### src/rtl/insn_fetch_pkg.sv
// Shared definitions for the instruction-fetch stage: word width,
// default parameter values and the {pc, data} entry held in the fetch FIFO.
package insn_fetch_pkg;

    localparam int WORD_W = 32;

    localparam logic [WORD_W-1:0] RESETVECTOR_DEF = 32'h0000_1000;
    localparam int                DEPTH_DEF       = 4;
    localparam int                MAX_OUT_DEF     = 2;

    typedef struct packed {
        logic [WORD_W-1:0] pc;
        logic [WORD_W-1:0] data;
    } fetch_entry_t;

endpackage

### src/rtl/insn_fetch_if.sv
// Bundles the instruction-memory read port and the decode-side handshake.
// master = fetch stage, slave = the environment (memory + decode).
interface insn_fetch_if;
    import insn_fetch_pkg::*;

    // instruction memory read port
    logic              mem_req;
    logic [WORD_W-1:0] mem_addr;
    logic              mem_gnt;
    logic              mem_rvalid;
    logic [WORD_W-1:0] mem_rdata;

    // decode handshake
    logic              insn_valid;
    logic [WORD_W-1:0] insn_data;
    logic [WORD_W-1:0] insn_pc;
    logic              insn_ready;

    modport master (
        output mem_req, mem_addr, insn_valid, insn_data, insn_pc,
        input  mem_gnt, mem_rvalid, mem_rdata, insn_ready
    );

    modport slave (
        input  mem_req, mem_addr, insn_valid, insn_data, insn_pc,
        output mem_gnt, mem_rvalid, mem_rdata, insn_ready
    );

endinterface

### src/rtl/insn_fetch_fifo.sv
// Small synchronous FIFO of {pc, data} entries. The head is read straight
// from the storage array, so a word pushed at one edge is visible after it
// and an empty FIFO never forwards its input. Flush empties it in one cycle.
module insn_fetch_fifo
    import insn_fetch_pkg::*;
#(
    parameter int DEPTH = DEPTH_DEF
) (
    input  logic                   clk,
    input  logic                   reset_n_i,
    input  logic                   push_i,
    input  logic                   pop_i,
    input  logic                   flush_i,
    input  fetch_entry_t           entry_i,
    output logic [$clog2(DEPTH):0] count_o,
    output fetch_entry_t           head_o
);

    localparam int             AW       = $clog2(DEPTH);
    localparam logic [AW:0]    FULL_CNT = DEPTH[AW:0];
    localparam logic [AW-1:0]  PTR_ONE  = AW'(1);
    localparam logic [AW:0]    CNT_ONE  = (AW+1)'(1);

    logic [AW-1:0] wr_ptr_q, wr_ptr_d;
    logic [AW-1:0] rd_ptr_q, rd_ptr_d;
    logic [AW:0]   count_q,  count_d;
    logic          full;
    logic          do_push;
    logic          do_pop;

    fetch_entry_t  mem_q [DEPTH];

    assign full    = (count_q == FULL_CNT);
    assign do_pop  = pop_i && (count_q != '0);
    // A push into a full FIFO is only taken when the head leaves in the same cycle.
    assign do_push = push_i && (!full || do_pop);

    // Pointer and occupancy next-state; flush wins over push and pop.
    always_comb begin
        wr_ptr_d = wr_ptr_q;
        rd_ptr_d = rd_ptr_q;
        count_d  = count_q;
        if (flush_i) begin
            wr_ptr_d = '0;
            rd_ptr_d = '0;
            count_d  = '0;
        end else begin
            if (do_push) wr_ptr_d = wr_ptr_q + PTR_ONE;
            if (do_pop)  rd_ptr_d = rd_ptr_q + PTR_ONE;
            if (do_push && !do_pop)      count_d = count_q + CNT_ONE;
            else if (!do_push && do_pop) count_d = count_q - CNT_ONE;
        end
    end

    // Control state register with synchronous active-low reset.
    always_ff @(posedge clk) begin
        if (!reset_n_i) begin
            wr_ptr_q <= '0;
            rd_ptr_q <= '0;
            count_q  <= '0;
        end else begin
            wr_ptr_q <= wr_ptr_d;
            rd_ptr_q <= rd_ptr_d;
            count_q  <= count_d;
        end
    end

    // Entry storage; data only, so it carries no reset.
    always_ff @(posedge clk) begin
        if (do_push && !flush_i) mem_q[wr_ptr_q] <= entry_i;
    end

    assign count_o = count_q;
    assign head_o  = mem_q[rd_ptr_q];

endmodule

### src/rtl/insn_fetch.sv
// Instruction-fetch stage: owns the fetch PC, issues word reads under a
// credit limit, tags in-order responses with their PC, buffers them for
// decode, and on a redirect flushes the buffer and drops every read still
// in flight so no stale word reaches decode.
module insn_fetch
    import insn_fetch_pkg::*;
#(
    parameter logic [WORD_W-1:0] RESETVECTOR = RESETVECTOR_DEF,
    parameter int                DEPTH       = DEPTH_DEF,
    parameter int                MAX_OUT     = MAX_OUT_DEF
) (
    input  logic              clk,
    input  logic              _reset,
    input  logic              halt,
    input  logic              redirect,
    input  logic [WORD_W-1:0] redirect_pc,
    insn_fetch_if.master      bus,
    output logic              proto_err
);

    localparam int CW = $clog2(DEPTH) + 1;
    localparam int OW = $clog2(MAX_OUT) + 1;
    localparam int SW = ((CW > OW) ? CW : OW) + 1;

    localparam logic [OW-1:0]     MAX_OUT_CNT = OW'(MAX_OUT);
    localparam logic [SW-1:0]     DEPTH_CNT   = SW'(DEPTH);
    localparam logic [OW-1:0]     OUT_ONE     = OW'(1);
    localparam logic [WORD_W-1:0] PC_ONE      = WORD_W'(1);

    logic [WORD_W-1:0] fetch_pc_q, fetch_pc_d;
    logic [WORD_W-1:0] resp_pc_q,  resp_pc_d;
    logic [OW-1:0]     out_q,      out_d;
    logic [OW-1:0]     drop_q,     drop_d;
    logic              proto_err_q, proto_err_d;

    logic [CW-1:0]     fifo_count;
    fetch_entry_t      fifo_head;
    fetch_entry_t      push_entry;
    logic [SW-1:0]     credit_used;
    logic              mem_req;
    logic              grant;
    logic              rsp_ok;
    logic              rsp_bad;
    logic              push;
    logic              pop;

    // Buffered words plus reads in flight must never exceed the FIFO size,
    // which is what guarantees a response always has a slot to land in.
    assign credit_used = SW'(fifo_count) + SW'(out_q);
    assign mem_req     = _reset && !halt && !redirect &&
                         (out_q < MAX_OUT_CNT) && (credit_used < DEPTH_CNT);
    assign grant       = mem_req && bus.mem_gnt;
    assign rsp_ok      = bus.mem_rvalid && (out_q != '0);
    assign rsp_bad     = bus.mem_rvalid && (out_q == '0);

    assign pop         = (fifo_count != '0) && bus.insn_ready && !redirect;
    assign push_entry  = '{pc: resp_pc_q, data: bus.mem_rdata};

    // Issue, response, drop and redirect bookkeeping; redirect overrides the rest.
    always_comb begin
        fetch_pc_d  = fetch_pc_q;
        resp_pc_d   = resp_pc_q;
        out_d       = out_q;
        drop_d      = drop_q;
        proto_err_d = proto_err_q || rsp_bad;
        push        = 1'b0;

        if (grant && !rsp_ok)      out_d = out_q + OUT_ONE;
        else if (!grant && rsp_ok) out_d = out_q - OUT_ONE;

        if (grant) fetch_pc_d = fetch_pc_q + PC_ONE;

        if (rsp_ok) begin
            if (drop_q != '0) begin
                drop_d = drop_q - OUT_ONE;
            end else begin
                push      = 1'b1;
                resp_pc_d = resp_pc_q + PC_ONE;
            end
        end

        // mem_req is low during a redirect, so out_d already equals the
        // number of reads that will still be in flight: drop all of them.
        if (redirect) begin
            push       = 1'b0;
            drop_d     = out_d;
            fetch_pc_d = redirect_pc;
            resp_pc_d  = redirect_pc;
        end
    end

    // Fetch control registers with synchronous active-low reset.
    always_ff @(posedge clk) begin
        if (!_reset) begin
            fetch_pc_q  <= RESETVECTOR;
            resp_pc_q   <= RESETVECTOR;
            out_q       <= '0;
            drop_q      <= '0;
            proto_err_q <= 1'b0;
        end else begin
            fetch_pc_q  <= fetch_pc_d;
            resp_pc_q   <= resp_pc_d;
            out_q       <= out_d;
            drop_q      <= drop_d;
            proto_err_q <= proto_err_d;
        end
    end

    insn_fetch_fifo #(
        .DEPTH (DEPTH)
    ) u_fifo (
        .clk       (clk),
        .reset_n_i (_reset),
        .push_i    (push),
        .pop_i     (pop),
        .flush_i   (redirect),
        .entry_i   (push_entry),
        .count_o   (fifo_count),
        .head_o    (fifo_head)
    );

    assign bus.mem_req    = mem_req;
    assign bus.mem_addr   = fetch_pc_q;
    assign bus.insn_valid = (fifo_count != '0);
    assign bus.insn_data  = fifo_head.data;
    assign bus.insn_pc    = fifo_head.pc;
    assign proto_err      = proto_err_q;

endmodule

### src/flat_wrapper.sv
// flat-port wrapper written by rule: the top's interface ports become plain ports
module insn_fetch_flat import insn_fetch_pkg::*;
#(
    parameter logic [WORD_W-1:0] RESETVECTOR = RESETVECTOR_DEF,
    parameter int                DEPTH       = DEPTH_DEF,
    parameter int                MAX_OUT     = MAX_OUT_DEF
)
  (clk, _reset, halt, redirect, redirect_pc, proto_err, bus_mem_req, bus_mem_addr, bus_insn_valid, bus_insn_data, bus_insn_pc, bus_mem_gnt, bus_mem_rvalid, bus_mem_rdata, bus_insn_ready);
  insn_fetch_if bus_i ();
  input  logic clk;
  input  logic _reset;
  input  logic halt;
  input  logic redirect;
  input  logic [WORD_W-1:0] redirect_pc;
  output logic proto_err;
  output wire logic [$bits(bus_i.mem_req)-1:0] bus_mem_req;
  output wire logic [$bits(bus_i.mem_addr)-1:0] bus_mem_addr;
  output wire logic [$bits(bus_i.insn_valid)-1:0] bus_insn_valid;
  output wire logic [$bits(bus_i.insn_data)-1:0] bus_insn_data;
  output wire logic [$bits(bus_i.insn_pc)-1:0] bus_insn_pc;
  input wire logic [$bits(bus_i.mem_gnt)-1:0] bus_mem_gnt;
  input wire logic [$bits(bus_i.mem_rvalid)-1:0] bus_mem_rvalid;
  input wire logic [$bits(bus_i.mem_rdata)-1:0] bus_mem_rdata;
  input wire logic [$bits(bus_i.insn_ready)-1:0] bus_insn_ready;
  assign bus_mem_req = bus_i.mem_req;
  assign bus_mem_addr = bus_i.mem_addr;
  assign bus_insn_valid = bus_i.insn_valid;
  assign bus_insn_data = bus_i.insn_data;
  assign bus_insn_pc = bus_i.insn_pc;
  assign bus_i.mem_gnt = bus_mem_gnt;
  assign bus_i.mem_rvalid = bus_mem_rvalid;
  assign bus_i.mem_rdata = bus_mem_rdata;
  assign bus_i.insn_ready = bus_insn_ready;
  insn_fetch #(.RESETVECTOR(RESETVECTOR), .DEPTH(DEPTH), .MAX_OUT(MAX_OUT)) u_core (.clk(clk), ._reset(_reset), .halt(halt), .redirect(redirect), .redirect_pc(redirect_pc), .bus(bus_i), .proto_err(proto_err));
endmodule
### config.mk
export PLATFORM = sky130hd
export DESIGN_NAME = insn_fetch_flat
export DESIGN_NICKNAME = d
export VERILOG_FILES = /design/src/rtl/insn_fetch_pkg.sv /design/src/rtl/insn_fetch_if.sv /design/src/rtl/insn_fetch_fifo.sv /design/src/rtl/insn_fetch.sv /design/src/flat_wrapper.sv
export SDC_FILE = /design/constraint.sdc
export NUM_CORES = 1
export LEC_CHECK = 0
export ABC_AREA = 1
export BUFFER_PORTS_ARGS = -buffer_cell sky130_fd_sc_hd__buf_2
export CORE_MARGIN = 2
export CORE_UTILIZATION = 43
export CTS_CLUSTER_SIZE = 10
export DETAILED_ROUTE_END_ITERATION = 10
export PLACE_DENSITY = 0.73
export SYNTH_ARGS = -nofsm -noshare
export SYNTH_HDL_FRONTEND = slang
export SYNTH_SLANG_ARGS = --single-unit
export TNS_END_PERCENT = 50
### constraint.sdc
create_clock -name clk -period 10.9 [get_ports clk]
set_clock_uncertainty 0.2 [all_clocks]
set_input_delay 0.545 -clock clk [delete_from_list [all_inputs] [get_ports clk]]
set_output_delay 0.545 -clock clk [all_outputs]
set_load 0.01 [all_outputs]
==> impl_metrics.yaml <==
run_status:
  outcome: "completed"
critical_path:
  crit_fanout: 65
  crit_end: "bus_insn_pc[29]"
  rr_worst_depth: 9
  r2r_slack_ns: 7.69
  reg2reg_from: "u_core.out_q[1]$_SDFF_PN0_"
  cp_data_required_time_ns: 10.16
  worstPathArrival_ns: 3.11
  r2r_end: "u_core.u_fifo.mem_q[1][6]$_DFFE_PP_"
  startpoint_type: "register"
  critPathKind: "register to output port"
  worstSetupEndpointType: "output port"
clock_network:
  clk_path_buf_depth: 3
  postCtsSetupRepairBufs: 0
  cts_root_buf: "clkbuf_16"
  clkLatencyLatePin_ns: 0.52
  cts_tree: "yes"
  cts_sinks: 334
  cts-htree-levels: 2
  path_clk_slew_ns: 0.05
  cts_resized: 0
  numCtsBuffers: 39
  ctsHoldBuffers: 0
drt:
  dr.pass1.iters: 6
  wl_um: 35800
  postRouteAntennaNets: 0
  wire_per_inst_um: 17.2
  viasPerCell: 5.39
  vias: 11300
  drtIter0Drc: 901
  drcViolationCount: 0
power:
  power_mw: 2.72
  ir_drop_v: 0.0000893
  powerDensity_mw_per_mm2: 161
  power_leakage_nw: 6.24
grt:
  overflow: 0
  antenna_found_initial: 0
  grt_start_max_net_pins: 108
  grt_pass1_vias: 10500
  grt_pass1_wl_um: 55800
  track_usage_pct: 19.8
yosys:
  synthesis.area_mm2: 0.0146
  synth_cells: 1473
  syn_avg_cell_area_um2: 9.89
  synth_edf_count: 256
  ys_seq_area_share_pct: 63.5
  ys_warn_count: 0
  ys.flop_type: "edfxtp_1"
  ys_seq_elements: 334
  ys_async_sr_fraction_pct: 0
  syn-num-nets: 1555
  ys_types: 40
sta:
  setup_tns_ns: 0
  hold_viol_final: 0
  fmax_mhz: 260
  timing.final.crit_share_pct: 35.3
  drv_slew: 0
  setup_viol: 0
  rsz0062_at_grt: "false"
  fin_crit_ns: 3.85
  tightest_slew_ns: 1.04
  slew_headroom_pct: 30.2
final_layout:
  most-common-layout-cells: "nand2_1, edfxtp_1, nor2_1, o21ai_0, buf_2"
  final_common_cell: "nand2_1"
  fin_util_pct: 50.4
  fin_area_mm2: 0.0169
  nets: 1708
  syn_to_final_growth_pct: 15.6
  nFillCells: 2984
  drive_gt1_share_pct: 15.6
  antenna_cells: 0
placed_design:
  place_congestion: 0.986
  place_area_mm2: 0.0158
  place_hpwl_um: 22500
  portBuffers: 169
floorplan:
  std_cell_rows: 67
  io_pins: 170
  die_w_um: 188
  fp.dieH_um: 188
  fp.dieArea_mm2: 0.0354
  core_area_mm2: 0.0334
  start_util_pct: 43.6
job:
  max_cap_violations: 0
worst_hold_path:
  hold_class: "primary input to register"
==> power breakdown <==
part / internal, mW / switching, mW / total, mW
combinational: 0.0575 / 0.113 / 0.170
sequential: 1.40 / 0.0355 / 1.44
clock: 0.649 / 0.460 / 1.11
==> worst min path at each step <==
stage / startpoint / to / slack [ns] / cells past startpoint
finish: bus_mem_rdata[2] / u_core.u_fifo.mem_q[1][2]$_DFFE_PP_ / 0.04 / 1
global route: bus_mem_rdata[24] / u_core.u_fifo.mem_q[1][24]$_DFFE_PP_ / 0.03 / 1
CTS: bus_mem_rdata[2] / u_core.u_fifo.mem_q[1][2]$_DFFE_PP_ / 0.02 / 1
detailed placement: u_core.u_fifo.rd_ptr_q[1]$_SDFFE_PP0N_ / register / 0.27 / 2
global placement: u_core.u_fifo.rd_ptr_q[0]$_SDFFE_PP0N_ / u_core.u_fifo.rd_ptr_q[0]$_SDFFE_PP0N_ / 0.25 / 1
floorplan: u_core.u_fifo.rd_ptr_q[1]$_SDFFE_PP0N_ / register / 0.24 / 2
==> cells in the mapped netlist, drive strengths merged (2+ instances only) <==
cell type	count	area [µm²]
a21oi	62	310
a31oi	13	81.3
and2	2	12.5
buf	19	109
clkbuf	47	178
dfxtp	78	1560
edfxtp	256	7690
ha	10	125
inv	114	428
nand2	263	1000
nand3	67	358
nand3b	2	15.0
nand4	16	100
nor2	237	951
nor3	11	76.3
o211ai	7	52.6
o21ai	178	891
o22ai	64	400
xnor2	4	35.0
xor2	18	158
==> state kept, by name, indices dropped and copies added (netlist names), named ones only <==
| signal | flops |
|---|---|
| u_core.u_fifo.rd_ptr_q | 2 |
| u_core.drop_q | 2 |
| u_core.u_fifo.count_o | 3 |
| u_core.u_fifo.mem_q | 256 |
| u_core.bus.mem_addr | 32 |
| u_core.u_fifo.wr_ptr_q | 2 |
| u_core.proto_err | 1 |
| u_core.resp_pc_q | 32 |
| u_core.out_q | 2 |
==> metal layers <==
| metal | wire length [µm] | vias to the layer above | track usage (%) |
|---|---|---|---|
| li1 | - | 5379 | - |
| met1 | 15700 | 5297 | 28.0 |
| met2 | 16000 | 521 | 30.8 |
| met3 | 3230 | 55 | 3.93 |
| met4 | 798 | 0 | 6.24 |
| met5 | 0 | - | 0 |
==> stage by stage <==
step / setup slack (ns) / hold WS [ns] / instances
after floorplan: 6.24 / 0.236 / 1473
after global placement: 7.04 / 0.254 / 2033
after detailed placement: 6.83 / 0.268 / 2033
after CTS: 7.02 / 0.0194 / 2086
after global routing: 6.91 / 0.0307 / 2086
final: 7.05 / 0.0394 / 2086
==> worst max-delay path, cell delays in order (launching register included) <==
cell,delay (ns)
dfxtp_2,0.30
buf_4,0.54
clkinv_1,0.66
buf_4,0.49
o21ai_0,0.17
o22ai_1,0.19
buf_2,0.18
==> area by class of cell <==
| class | count | area, µm² | share of cell area (%) |
|---|---|---|---|
| multi-input cells | 958 | 4640 | 27.5 |
| repair buffers | 178 | 913 | 5.42 |
| clock inverters | 3 | 33.8 | 0.200 |
| inverters | 115 | 433 | 2.57 |
| well taps | 448 | 561 | 3.33 |
| flip-flops and latches | 334 | 9250 | 54.9 |
| clock buffers | 50 | 1020 | 6.04 |
==> cells by family (layout without fill, tap and decap cells) <==
family | count (synthesis) | count (layout) | share of synthesized area [%]
adders and majority gates | 11 | 11 | 0.996
buffers and inverters | 181 | 346 | 4.93
xor gates and xnor gates | 22 | 22 | 1.32
DFF | 334 | 334 | 63.5
and+or+nand+nor | 600 | 600 | 17.3
AOI/OAI and AO/OA | 325 | 325 | 12.0
No activity file was read; power rests on OpenSTA's default activity.
